### config.mk
export PLATFORM = sky130hd
export DESIGN_NAME = vcxo_lock_monitor
export DESIGN_NICKNAME = d
export VERILOG_FILES = /design/src/rtl/vcxo_lock_monitor.sv
export SDC_FILE = /design/constraint.sdc
export NUM_CORES = 1
export LEC_CHECK = 0
export BUFFER_PORTS_ARGS = -buffer_cell sky130_fd_sc_hd__buf_2
export CAP_MARGIN = 0
export CELL_PAD_IN_SITES_DETAIL_PLACEMENT = 1
export CELL_PAD_IN_SITES_GLOBAL_PLACEMENT = 2
export CORE_UTILIZATION = 44
export DETAILED_ROUTE_END_ITERATION = 10
export PLACE_DENSITY_LB_ADDON = 0.25
export SKIP_LAST_GASP = 1
export SLEW_MARGIN = 20
export SYNTH_ARGS = -nofsm -noshare
export SYNTH_HDL_FRONTEND = slang
export SYNTH_SLANG_ARGS = --single-unit
### constraint.sdc
create_clock -name clk_in -period 13.8 [get_ports clk_in]
set_input_delay 1.38 -clock clk_in [delete_from_list [all_inputs] [get_ports clk_in]]
set_output_delay 1.38 -clock clk_in [all_outputs]
set_load 0.05 [all_outputs]
### src/rtl/vcxo_lock_monitor.sv
// Lock/rail status tracker for the VCXO discipline loop with a frozen 8-byte req/ack readout.
// Optional build macro VCXO_LOCK_MONITOR_AVG_EN: frame error field carries the mean of the last 4 samples.
module vcxo_lock_monitor #(
  parameter int TCXO_FREQ_KHZ = 49152,
  parameter int LOCK_TOL      = 2,
  parameter int UNLOCK_TOL    = 8,
  parameter int LOCK_COUNT    = 4
) (
  input  logic        clk_in,
  input  logic        reset_in,
  input  logic        meas_valid,
  input  logic [23:0] freq_error_in,
  input  logic [23:0] pwm_in,
  input  logic        rd_start,
  input  logic        rd_ack,
  output logic [7:0]  rd_data,
  output logic        rd_valid,
  output logic        locked,
  output logic [7:0]  unlock_events
);
  typedef enum logic {IDLE, SEND} state_t;

  state_t      state;
  logic [2:0]  idx;
  logic [7:0]  snap  [8];
  logic [7:0]  frame [8];
  logic [23:0] err_q, pwm_q, abs_err, err_field;
  logic [7:0]  good_cnt, good_next;
  logic        rail_low, rail_high, sticky;
  logic [3:0]  seq;
  logic        is_good, is_bad, unlock_now, final_ack;

  // The most negative error has no positive twin; clamp instead of wrapping.
  always_comb begin
    if (freq_error_in == 24'h800000)
      abs_err = 24'h7FFFFF;
    else if (freq_error_in[23])
      abs_err = -freq_error_in;
    else
      abs_err = freq_error_in;
  end

  assign is_good    = abs_err <= 24'(LOCK_TOL);
  assign is_bad     = abs_err > 24'(UNLOCK_TOL);
  assign good_next  = (good_cnt >= 8'(LOCK_COUNT)) ? good_cnt : good_cnt + 8'd1;
  assign unlock_now = meas_valid && !is_good && is_bad && locked;
  assign final_ack  = (state == SEND) && rd_ack && (idx == 3'd7);

`ifdef VCXO_LOCK_MONITOR_AVG_EN
  // err_q is the newest sample; hist holds the three before it.
  logic [23:0]        hist [3];
  logic signed [25:0] err_sum;

  always_ff @(posedge clk_in or posedge reset_in) begin
    if (reset_in) begin
      hist <= '{default: '0};
    end else if (meas_valid) begin
      hist[0] <= err_q;
      hist[1] <= hist[0];
      hist[2] <= hist[1];
    end
  end

  assign err_sum = $signed({{2{err_q[23]}}, err_q})     + $signed({{2{hist[0][23]}}, hist[0]})
                 + $signed({{2{hist[1][23]}}, hist[1]}) + $signed({{2{hist[2][23]}}, hist[2]});
  assign err_field = 24'(err_sum >>> 2);
`else
  assign err_field = err_q;
`endif

  always_comb begin
    frame[0] = {locked, rail_low, rail_high, sticky, seq};
    frame[1] = err_field[23:16];
    frame[2] = err_field[15:8];
    frame[3] = err_field[7:0];
    frame[4] = pwm_q[23:16];
    frame[5] = pwm_q[15:8];
    frame[6] = pwm_q[7:0];
    frame[7] = unlock_events;
  end

  always_ff @(posedge clk_in or posedge reset_in) begin
    if (reset_in) begin
      err_q         <= '0;
      pwm_q         <= '0;
      good_cnt      <= '0;
      locked        <= 1'b0;
      unlock_events <= '0;
      rail_low      <= 1'b0;
      rail_high     <= 1'b0;
    end else if (meas_valid) begin
      err_q     <= freq_error_in;
      pwm_q     <= pwm_in;
      rail_low  <= $signed(pwm_in) <= 24'sd0;
      rail_high <= $signed(pwm_in) >= $signed(24'(TCXO_FREQ_KHZ));
      if (is_good) begin
        good_cnt <= good_next;
        if (good_next == 8'(LOCK_COUNT))
          locked <= 1'b1;
      end else begin
        good_cnt <= '0;
        if (is_bad) begin
          locked <= 1'b0;
          if (locked && unlock_events != 8'hFF)
            unlock_events <= unlock_events + 8'd1;
        end
      end
    end
  end

  // Readout runs from a snapshot so live updates never tear a frame.
  always_ff @(posedge clk_in or posedge reset_in) begin
    if (reset_in) begin
      state    <= IDLE;
      idx      <= '0;
      rd_valid <= 1'b0;
      rd_data  <= '0;
      seq      <= '0;
      sticky   <= 1'b0;
      snap     <= '{default: '0};
    end else begin
      if (unlock_now)
        sticky <= 1'b1;
      else if (final_ack)
        sticky <= 1'b0;
      case (state)
        IDLE: begin
          if (rd_start) begin
            snap     <= frame;
            rd_data  <= frame[0];
            rd_valid <= 1'b1;
            idx      <= '0;
            state    <= SEND;
          end
        end
        SEND: begin
          if (rd_ack) begin
            if (idx == 3'd7) begin
              state    <= IDLE;
              rd_valid <= 1'b0;
              rd_data  <= '0;
              seq      <= seq + 4'd1;
            end else begin
              idx     <= idx + 3'd1;
              rd_data <= snap[idx + 3'd1];
            end
          end
        end
        default: state <= IDLE;
      endcase
    end
  end
endmodule

# ---- Word level (Yosys, flattened, before mapping)
# Index checks and enable logic that the tools add are counted.
dict set report classes {
  n_addsub 5
  n_lt_le_gt_ge 6
  n_eq_ne 9
  mux 28
  n_bitwise 3
  reduce_logical 16
}
# cell n
set op_table {}
lappend op_table {{two-way mux 8 bit} 7}
lappend op_table {{two-way mux 24 bit} 2}
lappend op_table {{binary-select mux 8 bit (select 3 bit)} 1}
lappend op_table {{== test 24 bit (second input constant)} 1}
lappend op_table {{greater-or-equal comparator 24 x 17 -> 1 bit (second input constant)} 1}
lappend op_table {{greater-than comparator 24 x 4 -> 1 bit (second input constant)} 1}
lappend op_table {{less-or-equal comparator 24 x 1 -> 1 bit (second input constant)} 1}
lappend op_table {{less-or-equal comparator 24 x 2 -> 1 bit (second input constant)} 1}
lappend op_table {{negator 24 bit} 1}
lappend op_table {{adder 8 x 1 -> 8 bit (second input constant)} 2}
lappend op_table {{one-hot mux 8 bit (2 select lines)} 1}
lappend op_table {{AND reduction 3 bit} 4}
lappend op_table {{two-way mux 1 bit} 11}
lappend op_table {{two-way mux 3 bit} 3}
lappend op_table {{== test 8 x 3 -> 1 bit (second input constant)} 1}
lappend op_table {{greater-or-equal comparator 8 x 3 -> 1 bit (second input constant)} 1}
lappend op_table {{!= test 8 bit (second input constant)} 1}
lappend op_table {{logical AND 1 bit} 6}
lappend op_table {{!= test 2 bit (second input constant)} 3}
lappend op_table {{one-hot mux 3 bit (2 select lines)} 1}
lappend op_table {{adder 4 x 1 -> 4 bit (second input constant)} 1}
lappend op_table {{greater-or-equal comparator 4 bit (second input constant)} 1}
lappend op_table {{!= test 2 x 1 -> 1 bit (second input constant)} 2}
lappend op_table {{NOT 3 -> 4 bit} 1}
lappend op_table {{other kinds (8)} 12}
dict set report word_totals {
  regBits 149
  inputBits 53
  out_inout_bits 18
  elab_cells 88
}

# ---- Longest topological paths before layout
dict set report depth {
  depth_word 9
  ltp_mapped 11
  ltp_nobuf 10
}

# ---- Least setup slack after synthesis
# No wires, ideal clock.
dict set report synth_timing {
  kind {input port to flip-flop}
  from {input freq_error_in[0]}
  to {register unlock_events[1]}
  setup_ps 125
  t_arrival_ps 3625
  required_time_ps 13675
  path_slack_ps 10050
  cell_stages 11
  path_buffers 1
  path_cell_list {inv_1 > ha_1 > nor3b_1 > mux2i_1 > o22ai_1 > o211ai_1 > and4b_1 > and4bb_1 > buf_6 > or3_4 > mux2_4}
}
dict set report synth_via {
  elab_chain_cells 6
  word_cells_on_any_way 8
  cone_classes {add/sub (1); order compare (2); eq/ne (1); mux (2); bitwise (1); reduce/logical (1)}
}
# item line_no
set synth_lines {}
lappend synth_lines {{start, declared} 12} ;# input logic [23:0] freq_error_in,
lappend synth_lines {{negator 24 bit} 38} ;# abs_err = -freq_error_in;
lappend synth_lines {{two-way mux 24 bit} 37} ;# else if (freq_error_in[23])
lappend synth_lines {{two-way mux 24 bit *} 35} ;# if (freq_error_in == 24'h800000)
lappend synth_lines {{less-or-equal comparator 24 x 2 -> 1 bit} 43} ;# assign is_good = abs_err <= 24'(LOCK_TOL);
lappend synth_lines {{NOT 1 bit (no source line)} --}
lappend synth_lines {{AND reduction 4 bit (no source line) *} --}
lappend synth_lines {{end signal, assigned} 105} ;# unlock_events <= unlock_events + 8'd1;
lappend synth_lines {{end, declared} 19} ;# output logic [7:0] unlock_events
# Mark *: on every way between the ends. The rest lies on a longest branch, timed or not.
# A chain may end at the register's enable or synchronous reset.

# ---- Worst setup path in the final report
dict set report layout_timing {
  from {input freq_error_in[4]}
  to {register unlock_events[1]}
}
# The elaborated chain is that of the path after synthesis.

==> run summary <==
share of cells above drive strength 1: 0.391
RR Startpoint: idx[0]
P&R area growth vs syn: 16.6%
ys async rst share: 1.00
worst r2r path cells: 6
total track usage: 0.232
Final ANT Viol Nets: 0
final-stage net count: 679
Critical Path Start Type: input port
VDD IR max: 0.108 mV
clock buffer depth: 2
Congestion Overflow GR: 0
Final setup viols: 0
Synth warnings: 0
Clock Latency Late Sink: 0.42 ns
Synth area leader: dfrtp_1
largest net degree at the start of global routing: 90
reg2reg setup slack: 11.14 ns
CTS H-Tree Depth: 4
initial antenna violation count: 0
full die area: 16,700 µm²
Flop pwr share: 0.392
CTS Hold Buffers Added: 0
Sink Count: 149
Hold Crit Class: flop to flop
critical setup path kind: input port to flop
status: finished, final reports clean
routed length per placed instance: 20.7 µm
post-synth cell types: 63
CP max FO: 11
Filler cells: 1,645
Die Ht: 129 µm
DRC viols: 0
most area-consuming cells after synthesis: dfrtp_1 53%, mux2_2 18%, mux4_2 5.1%
Pint: 1.12 mW
hold depth: 2
vias per inst: 5.59
syn_area_per_cell: 12.7 µm²
Setup Fix Bufs, Post-CTS: 0
PwrDens: 194 nW/µm²
clock power share: 0.319
Port-buffer cells: 70
Switch Pwr: 0.492 mW
endpoint arrival time on the critical path: 4.45 ns
vias after detailed routing: 4,741
Yosys top cell area share: 0.525
Hold EP: rd_valid
CTS resizes: 0
worst rel slew slack: 0.318
Die W: 129 µm
CTS clk-pin slew, worst paths: 0.06 ns
CTS tree: done
Post-Syn Instances: 557
Sw Share: 0.306
HPWL Detailed: 11,900 µm
end-of-flow core utilization: 0.523
min-delay src: rd_valid
I/O pins: 71
Hold Fails Final Rpt: 0
CP endpoint kind: flop
antenna diode count: 0
Post-Syn Nets: 617
vias in the first global route: 5,085
initial core utilization: 0.449
Rows: 46
Worst Path Required: 14.11 ns
Root Buffer: clkbuf_16
Clock Skew: 0.0118 ns
fmax: 0.242 GHz
RSZ-0062 raised after global routing: no
EDFF count, synth: 0
Max-Cap Viols: 0
GPL Wtd Cong: 0.873
share of the yosys chip area belonging to registers: 0.525
Iter 0 DRT Violations: 305
top_reg_cell synth: dfrtp_1
first-pass GRT wire length: 28,700 µm
setup TNS: 0 ns
P_leak: 3.65 nW
CTS buffer count: 17
Post-Syn Area: 7100 µm²
fin crit share: 0.300
Core Region: 15,800 µm²
Yosys reg bits: 149
Reg-to-Reg End: rd_data[0]
worst slew pin tran: 1.02 ns
Comb pwr share: 0.288
DRT Pass-1 Iters: 4
drt total wl: 17,500 µm
max-slew violations: 0
Final Critical Period: 4.14 ns
-- power by group through the flow --
stage / clock, mW / sequential (mW) / combinational (mW)
after floorplan: 0 / 0.655 / 0.307
after global placement: 0 / 0.627 / 0.452
after detailed placement: 0 / 0.637 / 0.467
after CTS: 0.523 / 0.633 / 0.473
after global routing: 0.541 / 0.648 / 0.502
final: 0.514 / 0.632 / 0.464
-- cell families (layout without fill, tap and decap cells) --
| family | after synthesis | after routing | share of synthesized area |
|---|---|---|---|
| adders and majority gates | 7 | 7 | 0.0123 |
| buffers and inverters | 44 | 119 | 0.0273 |
| muxes | 140 | 140 | 0.246 |
| DFF | 149 | 149 | 0.525 |
| AOI/OAI and AO/OA | 83 | 83 | 0.0772 |
| and+or+nand+nor | 123 | 123 | 0.0985 |
| xor gates and xnor gates | 11 | 11 | 0.0136 |
-- per-stage QoR --
step / instances / setup WS [ns] / hold slack, ns / cell area, µm² / power, mW
2_1_floorplan: 557 / 8.41 / 0.445 / 7100 / 0.962
3_3_place_gp: 816 / 9.34 / 0.460 / 7610 / 1.08
3_5_place_dp: 816 / 9.29 / 0.475 / 7610 / 1.10
4_1_cts: 848 / 9.72 / 0.487 / 8280 / 1.63
5_1_grt: 848 / 9.28 / 0.502 / 8280 / 1.69
6_report: 848 / 9.66 / 0.477 / 8280 / 1.61
-- final cells by class --
| cell class | count | area (µm²) | share of cell area |
|---|---|---|---|
| clock inverter | 12 | 200 | 0.0242 |
| multi-input combinational | 364 | 3180 | 0.384 |
| clock buffer | 20 | 467 | 0.0564 |
| inverter | 13 | 53.8 | 0.00650 |
| timing repair buffer | 74 | 380 | 0.0459 |
| sequential | 149 | 3730 | 0.450 |
| tap | 216 | 270 | 0.0326 |
-- how the worst max path moves through the flow --
stage / from / slack (ns) / to / cells past startpoint
floorplan: reset_in / 8.41 / err_field[0] / 1
global placement: freq_error_in[4] / 9.34 / unlock_events[1] / 9
detailed placement: freq_error_in[4] / 9.29 / unlock_events[1] / 9
CTS: freq_error_in[4] / 9.72 / unlock_events[1] / 9
global route: freq_error_in[4] / 9.28 / unlock_events[1] / 9
finish: freq_error_in[4] / 9.66 / unlock_events[1] / 9
-- per-layer routing --
layer  GRT usage  up-vias  wire length [µm]
li1            -     2187                 -
met1       0.309     2461              8140
met2       0.385       76              8760
met3      0.0380       17               419
met4      0.0803        0               226
met5           0        -                 0
-- worst max-delay path, cell delays in order --
cell and delay, ns:
buf_2 0.14, nor3_1 0.83, nand2_1 0.23, nor4_1 0.41
a221oi_1 0.13, nor4_1 0.35, and4bb_1 0.46, or3_4 0.21
mux2_4 0.29
-- cells in the mapped netlist, types with 2 or more instances --
master,count
dfrtp_1,149
mux2_2,112
nand2_1,31
o21ai_0,24
nor2_1,19
mux4_2,16
clkbuf_1,14
nor3_1,14
a21oi_1,12
inv_1,12
mux2i_1,11
nor4_1,10
buf_1,9
nand3_1,9
o21a_1,8
xnor2_1,8
ha_1,7
nand4_1,6
a211oi_1,5
a21boi_0,5
buf_2,5
and3_1,4
nor4b_1,4
a31oi_1,3
buf_6,3
nand2b_1,3
o2111ai_1,3
o211ai_1,3
o21bai_1,3
xor2_1,3
a21o_1,2
a221oi_1,2
and2_1,2
and4b_1,2
nor3b_1,2
o31a_1,2
or3_1,2
or3_4,2
or4_1,2
-- flip-flops by register name, indices dropped and copies added, names as in the netlist, 3 cells and up --
name           flops
idx                3
err_field         24
seq                4
snap              64
pwm_q             24
good_cnt           8
rd_data            8
unlock_events      8
-- placed cells by master, fill, tap and decap left out, types with 3 or more instances in the layout --
cell | synthesis | final
a31oi_1 | 3 | 3
bufinv_16 | 0 | 5
ha_1 | 7 | 7
o211ai_1 | 3 | 3
nor2_1 | 19 | 19
xor2_1 | 3 | 3
and3_1 | 4 | 4
nor3_1 | 14 | 14
dfrtp_1 | 149 | 149
clkinvlp_4 | 0 | 3
o21bai_1 | 3 | 3
a21boi_0 | 5 | 5
nand2_1 | 31 | 31
o21a_1 | 8 | 8
nor4b_1 | 4 | 4
inv_1 | 12 | 11
o21ai_0 | 24 | 24
clkbuf_16 | 0 | 17
clkbuf_8 | 0 | 3
a211oi_1 | 5 | 5
nand3_1 | 9 | 9
nor4_1 | 10 | 10
o2111ai_1 | 3 | 3
buf_4 | 0 | 4
nand4_1 | 6 | 6
buf_2 | 5 | 70
mux2_2 | 112 | 112
mux4_2 | 16 | 16
xnor2_1 | 8 | 8
mux2i_1 | 11 | 11
a21oi_1 | 12 | 12
Power figures use the tool's default switching activity.
